**src/rtl/conva1_ofm_writer_if.sv**
```systemverilog
// Stream-in / bank-write-out bundle of the conv OFM writer.
// slave is the writer's view; master is the datapath/memory side that drives the stream.
interface conva1_ofm_writer_if #(
    parameter int DATA_WIDTH            = 32,
    parameter int ADDRESS_SIZE_NEXT_IFM = 10,
    parameter int NUMBER_OF_IFM_NEXT    = 3
);
    logic [DATA_WIDTH-1:0]            data_in;
    logic                             data_in_valid;
    logic [DATA_WIDTH-1:0]            data_out_next;
    logic [ADDRESS_SIZE_NEXT_IFM-1:0] address_next;
    logic [NUMBER_OF_IFM_NEXT-1:0]    ifm_enable_write_next;

    modport master (
        output data_in, data_in_valid,
        input  data_out_next, address_next, ifm_enable_write_next
    );

    modport slave (
        input  data_in, data_in_valid,
        output data_out_next, address_next, ifm_enable_write_next
    );
endinterface

```
**src/rtl/conva1_ofm_writer.sv**
```systemverilog
// Writes the serial filter-major OFM stream into the next layer's IFM banks,
// generating pixel address and one-hot bank enable; reports done and protocol errors.
module conva1_ofm_writer #(
    parameter int DATA_WIDTH                  = 32,
    parameter int IFM_SIZE_NEXT               = 28,
    parameter int NUMBER_OF_IFM_NEXT          = 3,
    parameter int ADDRESS_SIZE_NEXT_IFM       = $clog2(IFM_SIZE_NEXT*IFM_SIZE_NEXT),
    parameter int NUMBER_OF_BITS_SEL_IFM_NEXT = (NUMBER_OF_IFM_NEXT > 1) ? $clog2(NUMBER_OF_IFM_NEXT) : 1
) (
    input  logic                      clk,
    input  logic                      reset,
    input  logic                      start,
    conva1_ofm_writer_if.slave        wr,
    output logic                      busy,
    output logic                      done,
    output logic                      error
);
    localparam logic [1:0] ST_IDLE = 2'd0;
    localparam logic [1:0] ST_RUN  = 2'd1;
    localparam logic [1:0] ST_DONE = 2'd2;

    localparam logic [ADDRESS_SIZE_NEXT_IFM-1:0] PIX_LAST =
        ADDRESS_SIZE_NEXT_IFM'(IFM_SIZE_NEXT*IFM_SIZE_NEXT - 1);
    localparam logic [NUMBER_OF_BITS_SEL_IFM_NEXT-1:0] FILT_LAST =
        NUMBER_OF_BITS_SEL_IFM_NEXT'(NUMBER_OF_IFM_NEXT - 1);

    logic [1:0]                             state_reg, state_next;
    logic [ADDRESS_SIZE_NEXT_IFM-1:0]       pix_reg, pix_next;
    logic [NUMBER_OF_BITS_SEL_IFM_NEXT-1:0] filt_reg, filt_next;
    logic                                   error_reg, error_next;
    logic [DATA_WIDTH-1:0]                  data_out_reg;
    logic [ADDRESS_SIZE_NEXT_IFM-1:0]       address_reg;
    logic [NUMBER_OF_IFM_NEXT-1:0]          we_reg, we_next;
    logic [NUMBER_OF_IFM_NEXT-1:0]          bank_onehot;
    logic                                   accept;
    logic                                   pix_wrap;
    logic                                   last_sample;

    genvar gi;
    generate
        for (gi = 0; gi < NUMBER_OF_IFM_NEXT; gi++) begin : g_bank_sel
            assign bank_onehot[gi] = (filt_reg == NUMBER_OF_BITS_SEL_IFM_NEXT'(gi));
        end
    endgenerate

    assign accept      = wr.data_in_valid && (state_reg == ST_RUN);
    assign pix_wrap    = (pix_reg == PIX_LAST);
    assign last_sample = accept && pix_wrap && (filt_reg == FILT_LAST);
    assign we_next     = accept ? bank_onehot : '0;

    always_comb begin
        state_next = state_reg;
        pix_next   = pix_reg;
        filt_next  = filt_reg;
        error_next = error_reg;
        case (state_reg)
            ST_IDLE: begin
                if (start) begin
                    state_next = ST_RUN;
                    pix_next   = '0;
                    filt_next  = '0;
                    error_next = 1'b0;
                end
            end
            ST_RUN: begin
                if (accept) begin
                    if (pix_wrap) begin
                        pix_next  = '0;
                        filt_next = filt_reg + 1'b1;
                    end else begin
                        pix_next = pix_reg + 1'b1;
                    end
                end
                if (last_sample) begin
                    state_next = ST_DONE;
                end
            end
            ST_DONE: state_next = ST_IDLE;
            default: state_next = ST_IDLE;
        endcase
        // Evaluated after the start-clear so a same-cycle protocol error wins.
        if ((wr.data_in_valid && (state_reg != ST_RUN)) ||
            (start && (state_reg != ST_IDLE))) begin
            error_next = 1'b1;
        end
    end

    always_ff @(posedge clk) begin
        if (reset) begin
            state_reg    <= ST_IDLE;
            pix_reg      <= '0;
            filt_reg     <= '0;
            error_reg    <= 1'b0;
            data_out_reg <= '0;
            address_reg  <= '0;
            we_reg       <= '0;
        end else begin
            state_reg <= state_next;
            pix_reg   <= pix_next;
            filt_reg  <= filt_next;
            error_reg <= error_next;
            we_reg    <= we_next;
            if (accept) begin
                data_out_reg <= wr.data_in;
                address_reg  <= pix_reg;
            end
        end
    end

    assign wr.data_out_next         = data_out_reg;
    assign wr.address_next          = address_reg;
    assign wr.ifm_enable_write_next = we_reg;
    assign busy  = (state_reg == ST_RUN);
    assign done  = (state_reg == ST_DONE);
    assign error = error_reg;
endmodule
```
**src/flat_wrapper.sv**
```systemverilog
// flat-port wrapper written by rule: the top's interface ports become plain ports
module conva1_ofm_writer_flat 
#(
    parameter int DATA_WIDTH                  = 32,
    parameter int IFM_SIZE_NEXT               = 28,
    parameter int NUMBER_OF_IFM_NEXT          = 3,
    parameter int ADDRESS_SIZE_NEXT_IFM       = $clog2(IFM_SIZE_NEXT*IFM_SIZE_NEXT),
    parameter int NUMBER_OF_BITS_SEL_IFM_NEXT = (NUMBER_OF_IFM_NEXT > 1) ? $clog2(NUMBER_OF_IFM_NEXT) : 1
)
  (clk, reset, start, busy, done, error, wr_data_in, wr_data_in_valid, wr_data_out_next, wr_address_next, wr_ifm_enable_write_next);
  conva1_ofm_writer_if #(.DATA_WIDTH(DATA_WIDTH), .ADDRESS_SIZE_NEXT_IFM(ADDRESS_SIZE_NEXT_IFM), .NUMBER_OF_IFM_NEXT(NUMBER_OF_IFM_NEXT)) wr_i ();
  input  logic clk;
  input  logic reset;
  input  logic start;
  output logic busy;
  output logic done;
  output logic error;
  input wire logic [$bits(wr_i.data_in)-1:0] wr_data_in;
  input wire logic [$bits(wr_i.data_in_valid)-1:0] wr_data_in_valid;
  output wire logic [$bits(wr_i.data_out_next)-1:0] wr_data_out_next;
  output wire logic [$bits(wr_i.address_next)-1:0] wr_address_next;
  output wire logic [$bits(wr_i.ifm_enable_write_next)-1:0] wr_ifm_enable_write_next;
  assign wr_i.data_in = wr_data_in;
  assign wr_i.data_in_valid = wr_data_in_valid;
  assign wr_data_out_next = wr_i.data_out_next;
  assign wr_address_next = wr_i.address_next;
  assign wr_ifm_enable_write_next = wr_i.ifm_enable_write_next;
  conva1_ofm_writer #(.DATA_WIDTH(DATA_WIDTH), .IFM_SIZE_NEXT(IFM_SIZE_NEXT), .NUMBER_OF_IFM_NEXT(NUMBER_OF_IFM_NEXT), .ADDRESS_SIZE_NEXT_IFM(ADDRESS_SIZE_NEXT_IFM), .NUMBER_OF_BITS_SEL_IFM_NEXT(NUMBER_OF_BITS_SEL_IFM_NEXT)) u_core (.clk(clk), .reset(reset), .start(start), .wr(wr_i), .busy(busy), .done(done), .error(error));
endmodule
```
**config.mk**
```make
export PLATFORM = sky130hd
export DESIGN_NAME = conva1_ofm_writer_flat
export DESIGN_NICKNAME = d
export VERILOG_FILES = /design/src/rtl/conva1_ofm_writer_if.sv /design/src/rtl/conva1_ofm_writer.sv /design/src/flat_wrapper.sv
export SDC_FILE = /design/constraint.sdc
export NUM_CORES = 1
export LEC_CHECK = 0
export CORE_MARGIN = 1
export CORE_UTILIZATION = 47
export DETAILED_ROUTE_END_ITERATION = 16
export PLACE_DENSITY = 0.84
export RECOVER_POWER = 100
export SETUP_SLACK_MARGIN = 0.2
export SLEW_MARGIN = 5
export SYNTH_ARGS = -nofsm -noshare
export SYNTH_HDL_FRONTEND = slang
export SYNTH_SLANG_ARGS = --single-unit
```
**constraint.sdc**
```tcl
create_clock -name clk -period 2.8 [get_ports clk]
set_input_delay 0.42 -clock clk [delete_from_list [all_inputs] [get_ports clk]]
set_output_delay 0.42 -clock clk [all_outputs]
set_load 0.02 [all_outputs]
```
==> summary.log, run 1 <==
qor: status.result_of_the_run completed
qor: cts.cts_made_buffers 9
qor: floorplan.row_count 25
qor: floorplan.start_util 49.1%
qor: grt.grt-ovfl-total 0
qor: pwr.max-vdd-ir-drop 0.000335 V
qor: setup_path.end_kind output port
qor: setup_path.worst-path-max-fanout 12
qor: synthesis.ys_seq_elements 60
qor: cts.cts_tree built
qor: detailed_routing.detail_route.iter0.violations 84
qor: floorplan.dieArea 5220 sq um
qor: timing.final_setup_violating_endpoints 0
qor: floorplan.design.portCount 84
qor: timing.fin_crit 2.31 ns
qor: synthesis.synth_fp_nets 316
qor: setup_path.worstPathCellList nand2b_1 > inv_1 > dlygate4sd3_1
qor: floorplan.chipHeight 72.3 um
qor: timing.tns_setup 0 ns
qor: placement.dpl_cell_area 3190 sq um
qor: synthesis.synth_area_leader_cell dfxtp_1
qor: setup_path.required 2.38 ns
qor: synthesis.area_of_the_mapped_netlist 2320 sq um
qor: synthesis.synth_top_cells_by_area dfxtp_1, nand2_1, a21oi_1
qor: cts.postCtsSetupRepairBufs 0
qor: layout.area_delta_synth_final 44.0%
qor: layout.stdcell_area 3340 sq um
qor: detailed_routing.detail_route.vias_per_cell 4.94
qor: grt.vias_in_the_first_global_route 1889
qor: detailed_routing.post-route-drc-count 0
qor: detailed_routing.dr.pass1.iters 5
qor: setup_path.critical-path-max-stage-delay 0.67 ns
qor: cts.cell_at_the_root_of_the_clock_tree clkbuf_8
qor: setup_path.worst_path_max_delay_cell dlygate4sd3_1
qor: run.cap_violations 0
qor: grt.grt_pass1_wl 8.67 mm
qor: grt.antenna_found_initial 0
qor: placement.dpl.hpwl 3.70 mm
qor: pwr.powerDensity 544 nW/um^2
qor: detailed_routing.wl_per_cell 13.0 um
qor: timing.finalCritPeriodShare 82.6%
qor: setup_path.cp_num_buf_inv 2
qor: floorplan.core 4720 sq um
qor: layout.fin_nets 397
qor: timing.fin_skew 0.00838 ns
qor: detailed_routing.drt-total-wl 5.55 mm
qor: cts.clk-insertion-delay-late 0.32 ns
qor: timing.max_slew.worst_pin.slew 1.07 ns
qor: cts.cts_num_sinks 60
qor: worst_hold_path.worst_hold_path_type register to register
qor: grt.track_usage 21.8%
qor: timing.unrepaired_setup_endpoints_after_global_routing no
qor: synthesis.ys.warnings.count 0
qor: setup_path.worst-setup-path-type register to output port
qor: detailed_routing.detail-route-antenna-nets 0
qor: layout.flip_flop_count_of_the_largest_register_all_copies_and_words_added 32
qor: grt.grt_max_degree 43
qor: placement.portBuffers 83
qor: layout.post_route_cells_drive_above_1_share 5.26%
qor: detailed_routing.route.vias.total 2114
qor: cts.ctsHoldBuffers 0
qor: floorplan.die_x 72.3 um
qor: layout.antennaDiodeCount 0
qor: synthesis.synth_top_area_share 51.8%
qor: setup_path.kind_of_cell_with_the_highest_combined_delay_on_the_critical_path buffers and inverters
qor: setup_path.cp.arrival 1.89 ns
qor: synthesis.number_of_instances_in_the_synthesized_netlist 276
qor: synthesis.synthesized_area_divided_by_synthesized_cell_count 8.40 sq um
qor: cts.cts.path.max_buffers 2
qor: synthesis.synth-seq-area-share 51.8%
qor: cts.h_tree_lvl_count 3
qor: timing.slew_headroom 26.4%
qor: cts.path_clk_slew 0.06 ns
qor: cts.post_cts.resized_instances 0
qor: timing.pins_over_their_slew_limit 0
qor: setup_path.worstSetupStartpointType register
qor: placement.gp_congestion 0.807
qor: timing.clock.fmax 432 MHz
qor: timing.finalHoldViolCount 0
qor: pwr.power.static_leakage 1.30 nW
qor: synthesis.synth_cell_types 31
worst register-to-register path: cells and delay by family, from the launching register on:
kind                   cells  cell delay [ns]
and+or+nand+nor            3             0.96
AOI/OAI and AO/OA          1             0.15
DFF                        1             0.59
buffers and inverters      2             0.47
power by group:
part / switching [W] / total, W / internal, W
registers: 0.0000147 / 0.000893 / 0.000878
logic: 0.000105 / 0.000198 / 0.0000928
clock network: 0.000296 / 0.000726 / 0.000430
total: 0.000416 / 0.00182 / 0.00140
placed cells by master, fill, tap and decap left out, types with 2 or more instances in the layout:
master / count
clkbuf_1: 3
nor2b_1: 2
nor4_1: 2
dlygate4sd3_1: 49
a21oi_1: 46
xnor2_1: 8
nor2_1: 12
buf_4: 3
inv_1: 4
o21ai_0: 3
dfxtp_1: 60
nor3b_1: 4
nand4b_1: 3
ha_1: 4
clkdlybuf4s50_1: 33
nand2b_1: 2
clkbuf_8: 10
nand3_1: 4
nand4_1: 2
nor3_1: 4
nand2_1: 90
logic make-up (layout without fill, tap and decap cells):
| kind of cell | count (synthesis) | count (layout) | synth area share (%) |
|---|---|---|---|
| AOI/OAI and AO/OA | 51 | 51 | 11.2 |
| xor gates and xnor gates | 8 | 8 | 3.02 |
| adders and majority gates | 4 | 4 | 2.16 |
| buffers and inverters | 20 | 105 | 3.40 |
| DFF | 60 | 60 | 51.8 |
| muxes | 1 | 1 | 0.971 |
| and+or+nand+nor | 132 | 132 | 27.5 |
synthesized netlist by cell type, drive strengths merged:
cell	number
dfxtp	60
inv	4
nor4b	2
clkbuf	13
nor3b	4
nand3b	2
o21ai	3
nand2	90
ha	4
nor2	12
nand2b	2
and3	1
nand3	4
nor4	3
nor2b	2
a211oi	1
nand4	2
a21oi	46
buf	3
xnor2	8
and3b	1
o31ai	1
nand4b	3
nor3	4
mux2i	1
path summary, 6_finish.rpt:
check                                              endpoint  slack (ns)  cells after the start                      start
worst max-delay path                                   busy        0.49                      3        u_core.state_reg[1]
worst min-delay path              u_core.wr.address_next[5]        0.45                      2  u_core.wr.address_next[5]
worst max register to register  u_core.wr.data_out_next[14]        0.57                      6        u_core.state_reg[1]
worst min register to register    u_core.wr.address_next[5]        0.45                      2  u_core.wr.address_next[5]
routing by layer:
layer / wire, um / track usage [%] / vias up
met3: 391 / 7.50 / 4
li1: - / - / 1072
met5: 0 / 0 / -
met4: 56 / 9.37 / 0
met2: 2700 / 34.0 / 83
met1: 2400 / 27.6 / 955
stage by stage:
stage               setup WS [ns]  std cells  power [W]  util, %  hold WS, ns
finish                      0.487        428    0.00182     70.7        0.451
global route                0.359        428    0.00190     70.7        0.466
CTS                         0.600        428    0.00185     71.4        0.455
detailed placement          0.755        413    0.00112     67.5        0.446
global placement            0.818        413    0.00112     67.5        0.441
floorplan                    1.44        276    0.00101        -        0.453
cell type report:
type | instances | area (sq um)
Clock buffer | 13 | 149
Clock inverter | 2 | 35.0
Fill cell | 381 | 1380
Inverter | 4 | 15.0
Multi-Input combinational cell | 196 | 1010
Sequential cell | 60 | 1200
Tap cell | 67 | 83.8
Timing Repair Buffer | 86 | 848
Note: power is estimated with default switching activity, not from simulation.
==> run 2: changes to the inputs <==
--- a/config.mk
+++ b/config.mk
@@ -6,9 +6,9 @@
 export NUM_CORES = 1
 export LEC_CHECK = 0
 export CORE_MARGIN = 1
-export CORE_UTILIZATION = 47
+export CORE_UTILIZATION = 40
 export DETAILED_ROUTE_END_ITERATION = 16
-export PLACE_DENSITY = 0.84
+export PLACE_DENSITY = 0.76
 export RECOVER_POWER = 100
 export SETUP_SLACK_MARGIN = 0.2
 export SLEW_MARGIN = 5
==> constraint.sdc (replaced) <==
create_clock -name clk -period 1.85 [get_ports clk]
set_input_delay 0.2775 -clock clk [delete_from_list [all_inputs] [get_ports clk]]
set_output_delay 0.2775 -clock clk [all_outputs]
set_load 0.02 [all_outputs]
==> run 2 against run 1 <==
Worst setup slack worse by 0.26 ns. Via count is 0.19% higher. Worst hold slack worse by 0.10 ns. Flip-flop and latch count stayed put. Sequential power is 51% higher. Utilization is 9.6 points lower. First-iteration DRC count is 2.4% higher. Global-route usage is 3.5 points lower. Critical path type unchanged. Largest power group unchanged. Highest routed layer unchanged.
==> summary.log, run 2 (synthesis results as in run 1) <==
qor: pwr.part_of_the_power_in_the_clock_network 36.3% [-3.6 points]
qor: timing.final_critical_path_setup_slack 0.231 ns [-0.256 ns]
qor: floorplan.design.portCount 84 [unchanged]
qor: setup_path.rr_startpoint u_core.pix_reg[1]
qor: timing.max_slew.worst_pin.slew 0.439 ns [-0.634 ns]
qor: detailed_routing.wl_met2 2.36 mm [-12%]
qor: grt.antenna_found_initial 0 [unchanged]
qor: setup_path.worst_path_max_delay_cell dlygate4sd3_1
qor: cts.cts.path.max_buffers 2 [unchanged]
qor: grt.vias_in_the_first_global_route 1961 [+3.8%]
qor: grt.grt_pass1_wl 8.73 mm [+0.72%]
qor: cts.postCtsSetupRepairBufs 0 [unchanged]
qor: pwr.power.share.sequential 51.7% [+2.6 points]
qor: setup_path.end_kind output port
qor: placement.portBuffers 83 [unchanged]
qor: layout.post_route_cells_drive_above_1_share 7.99% [+2.7 points]
qor: floorplan.start_util 41.9% [-7.2 points]
qor: setup_path.cp.arrival 1.34 ns [-0.55 ns]
qor: layout.flip_flop_count_of_the_largest_register_all_copies_and_words_added 32 [unchanged]
qor: layout.num-fill-cells 502 [+32%]
qor: setup_path.worstSetupStartpointType register
qor: timing.fin_crit 1.62 ns
qor: pwr.powerDensity 771 nW/um^2 [+42%]
qor: layout.area_delta_synth_final 46.0%
qor: detailed_routing.wl_per_cell 12.2 um [-6.1%]
qor: detailed_routing.top_layer met4
qor: setup_path.required 1.57 ns [-0.81 ns]
qor: detailed_routing.route.vias.total 2118 [+0.19%]
qor: layout.mostFrequentLayoutCells nand2_1, dfxtp_1, a21oi_1, dlygate4sd3_1, clkdlybuf4s50_1
qor: detailed_routing.post-route-drc-count 0 [unchanged]
qor: detailed_routing.met1_length 2.45 mm [+2.1%]
qor: timing.finalCritPeriodShare 87.5%
qor: detailed_routing.met3WireLength 340 um [-13%]
qor: placement.placement.setup.worst_slack -0.0181 ns [-0.773 ns]
qor: floorplan.chipHeight 78.2 um [+8.2%]
qor: floorplan.dieArea 6110 sq um [+17%]
qor: layout.layout.cells.most_common nand2_1
qor: cts.path_clk_slew 0.06 ns [about the same]
qor: status.result_of_the_run completed
qor: timing.fin_skew 0.00395 ns [-0.00443 ns]
qor: setup_path.r2r_slack 0.24 ns [-0.33 ns]
qor: pwr.power.static_leakage 1.32 nW [+1.8%]
qor: timing.finalHoldViolCount 0 [unchanged]
qor: timing.clock.fmax 618 MHz
qor: cts.h_tree_lvl_count 3 [unchanged]
qor: floorplan.die_x 78.2 um [+8.2%]
qor: cts.cts_num_sinks 60 [unchanged]
qor: pwr.switching_share 23.4% [+0.47 points]
qor: timing.pins_over_their_slew_limit 0 [unchanged]
qor: detailed_routing.dr.pass1.iters 4 [-1]
qor: pwr.cell_internal_pwr 0.00200 W [+43%]
qor: timing.tns_setup 0 ns [unchanged]
qor: detailed_routing.detail_route.iter0.violations 86 [+2.4%]
qor: setup_path.critical-path-max-stage-delay 0.69 ns [+0.02 ns]
qor: pwr.power_switching 0.000610 W [+47%]
qor: layout.fin_nets 403 [+1.5%]
qor: setup_path.r2r_end u_core.pix_reg[8]
qor: grt.grt-ovfl-total 0 [unchanged]
qor: timing.slew_headroom 70.1% [+44 points]
qor: floorplan.row_count 27 [+8.0%]
qor: cts.cts_made_buffers 9 [unchanged]
qor: worst_hold_path.hold_path.startpoint reset
qor: grt.track_usage 18.3% [-3.5 points]
qor: pwr.post-layout-total-power 0.00261 W [+44%]
qor: cts.ctsHoldBuffers 0 [unchanged]
qor: worst_hold_path.hold_end u_core.wr.address_next[4]
qor: pwr.max-vdd-ir-drop 0.000410 V [+22%]
qor: run.cap_violations 0 [unchanged]
qor: setup_path.r2r.worst_path.cells 5 [-1]
qor: timing.unrepaired_setup_endpoints_after_global_routing no
qor: setup_path.cp_num_buf_inv 1 [-1]
qor: cts.clk-insertion-delay-late 0.32 ns [about the same]
qor: setup_path.worst-setup-path-type register to output port
qor: placement.gp_congestion 0.794 [-1.6%]
qor: cts.cts_tree built
qor: setup_path.worstPathCellList dlygate4sd3_1
qor: floorplan.core 5540 sq um [+17%]
qor: detailed_routing.detail_route.vias_per_cell 4.87 [-1.4%]
qor: setup_path.worst-path-max-fanout 2 [-10]
qor: worst_hold_path.worst_hold_path_type input pin to register
qor: timing.final_setup_violating_endpoints 0 [unchanged]
qor: grt.grt_max_degree 28 [-35%]
qor: detailed_routing.drt-total-wl 5.29 mm [-4.5%]
qor: placement.dpl.hpwl 3.73 mm [+0.77%]
qor: setup_path.kind_of_cell_with_the_highest_combined_delay_on_the_critical_path buffers and inverters
qor: layout.antennaDiodeCount 0 [unchanged]
qor: cts.cell_at_the_root_of_the_clock_tree clkbuf_8
qor: pwr.power_frac_comb 12.0% [+1.1 points]
qor: detailed_routing.detail-route-antenna-nets 0 [unchanged]
qor: worst_hold_path.worstHoldPathCells 2 [unchanged]
run 2: cell types whose count changed in the layout (fill, tap and decap cells not counted), sizes merged:
cell	before	now
clkbuf	13	12
dlygate4sd3	49	46
bufinv	1	0
buf	4	9
dlygate4sd2	0	1
dlymetal6s2s	0	1
clkinv	1	0
clkdlybuf4s15	0	1
run 2: worst max path at each step:
stage,from,end,slack (ns),cells past startpoint
2_1_floorplan,u_core.pix_reg[0],u_core.pix_reg[6],0.52,5
3_3_place_gp,wr_data_in_valid,u_core.pix_reg[9],0.06,5
3_5_place_dp,wr_data_in_valid,u_core.pix_reg[8],-0.02,5
4_1_cts,u_core.state_reg[1],busy,0.20,3
5_1_grt,u_core.pix_reg[4],u_core.pix_reg[7],0.11,4
6_report,u_core.error,error,0.23,1
run 2: final cells by class:
cell class | instances | area [sq um] | share of cell area, %
tap | 72 | 90.1 | 2.66
sequential | 60 | 1200 | 35.5
inverter | 4 | 15.0 | 0.443
timing repair buffer | 92 | 892 | 26.3
clock buffer | 11 | 151 | 4.47
multi-input combinational | 196 | 1030 | 30.6
run 2: through the flow:
step | std cells | utilization (%) | cell area (sq um) | hold WS, ns
floorplan | 276 | - | 2320 | 0.414
global route | 435 | 61.1 | 3390 | 0.352
detailed placement | 424 | 58.5 | 3240 | 0.446
CTS | 435 | 61.2 | 3390 | 0.353
finish | 435 | 61.1 | 3390 | 0.348
global placement | 424 | 58.5 | 3240 | 0.441
run 2: timing repair:
action	CTS	global route
pin swaps	0	1
resized for setup	2	6
setup endpoints to repair	2	13
run 2: power by group through the flow:
stage	logic, W	registers (W)	clock network (W)
2_1_floorplan	0.000114	0.00142	0
3_3_place_gp	0.000329	0.00138	0
3_5_place_dp	0.000331	0.00138	0
4_1_cts	0.000331	0.00135	0.000980
5_1_grt	0.000342	0.00135	0.00105
6_report	0.000314	0.00135	0.000948
run 2: worst reg2reg max path: stages, from the launching register on:
cell and delay [ns]:
dfxtp_1 0.40, ha_1 0.25, and3_1 0.21, nand4_1 0.18, nand3b_1 0.35, nor2_1 0.09
run 2: layer usage:
| layer | track usage, % | vias to the layer above |
|---|---|---|
| met2 | 28.6 | 68 |
| met1 | 22.7 | 953 |
| met5 | 0 | - |
| li1 | - | 1086 |
| met4 | 11.1 | 0 |
| met3 | 4.65 | 11 |
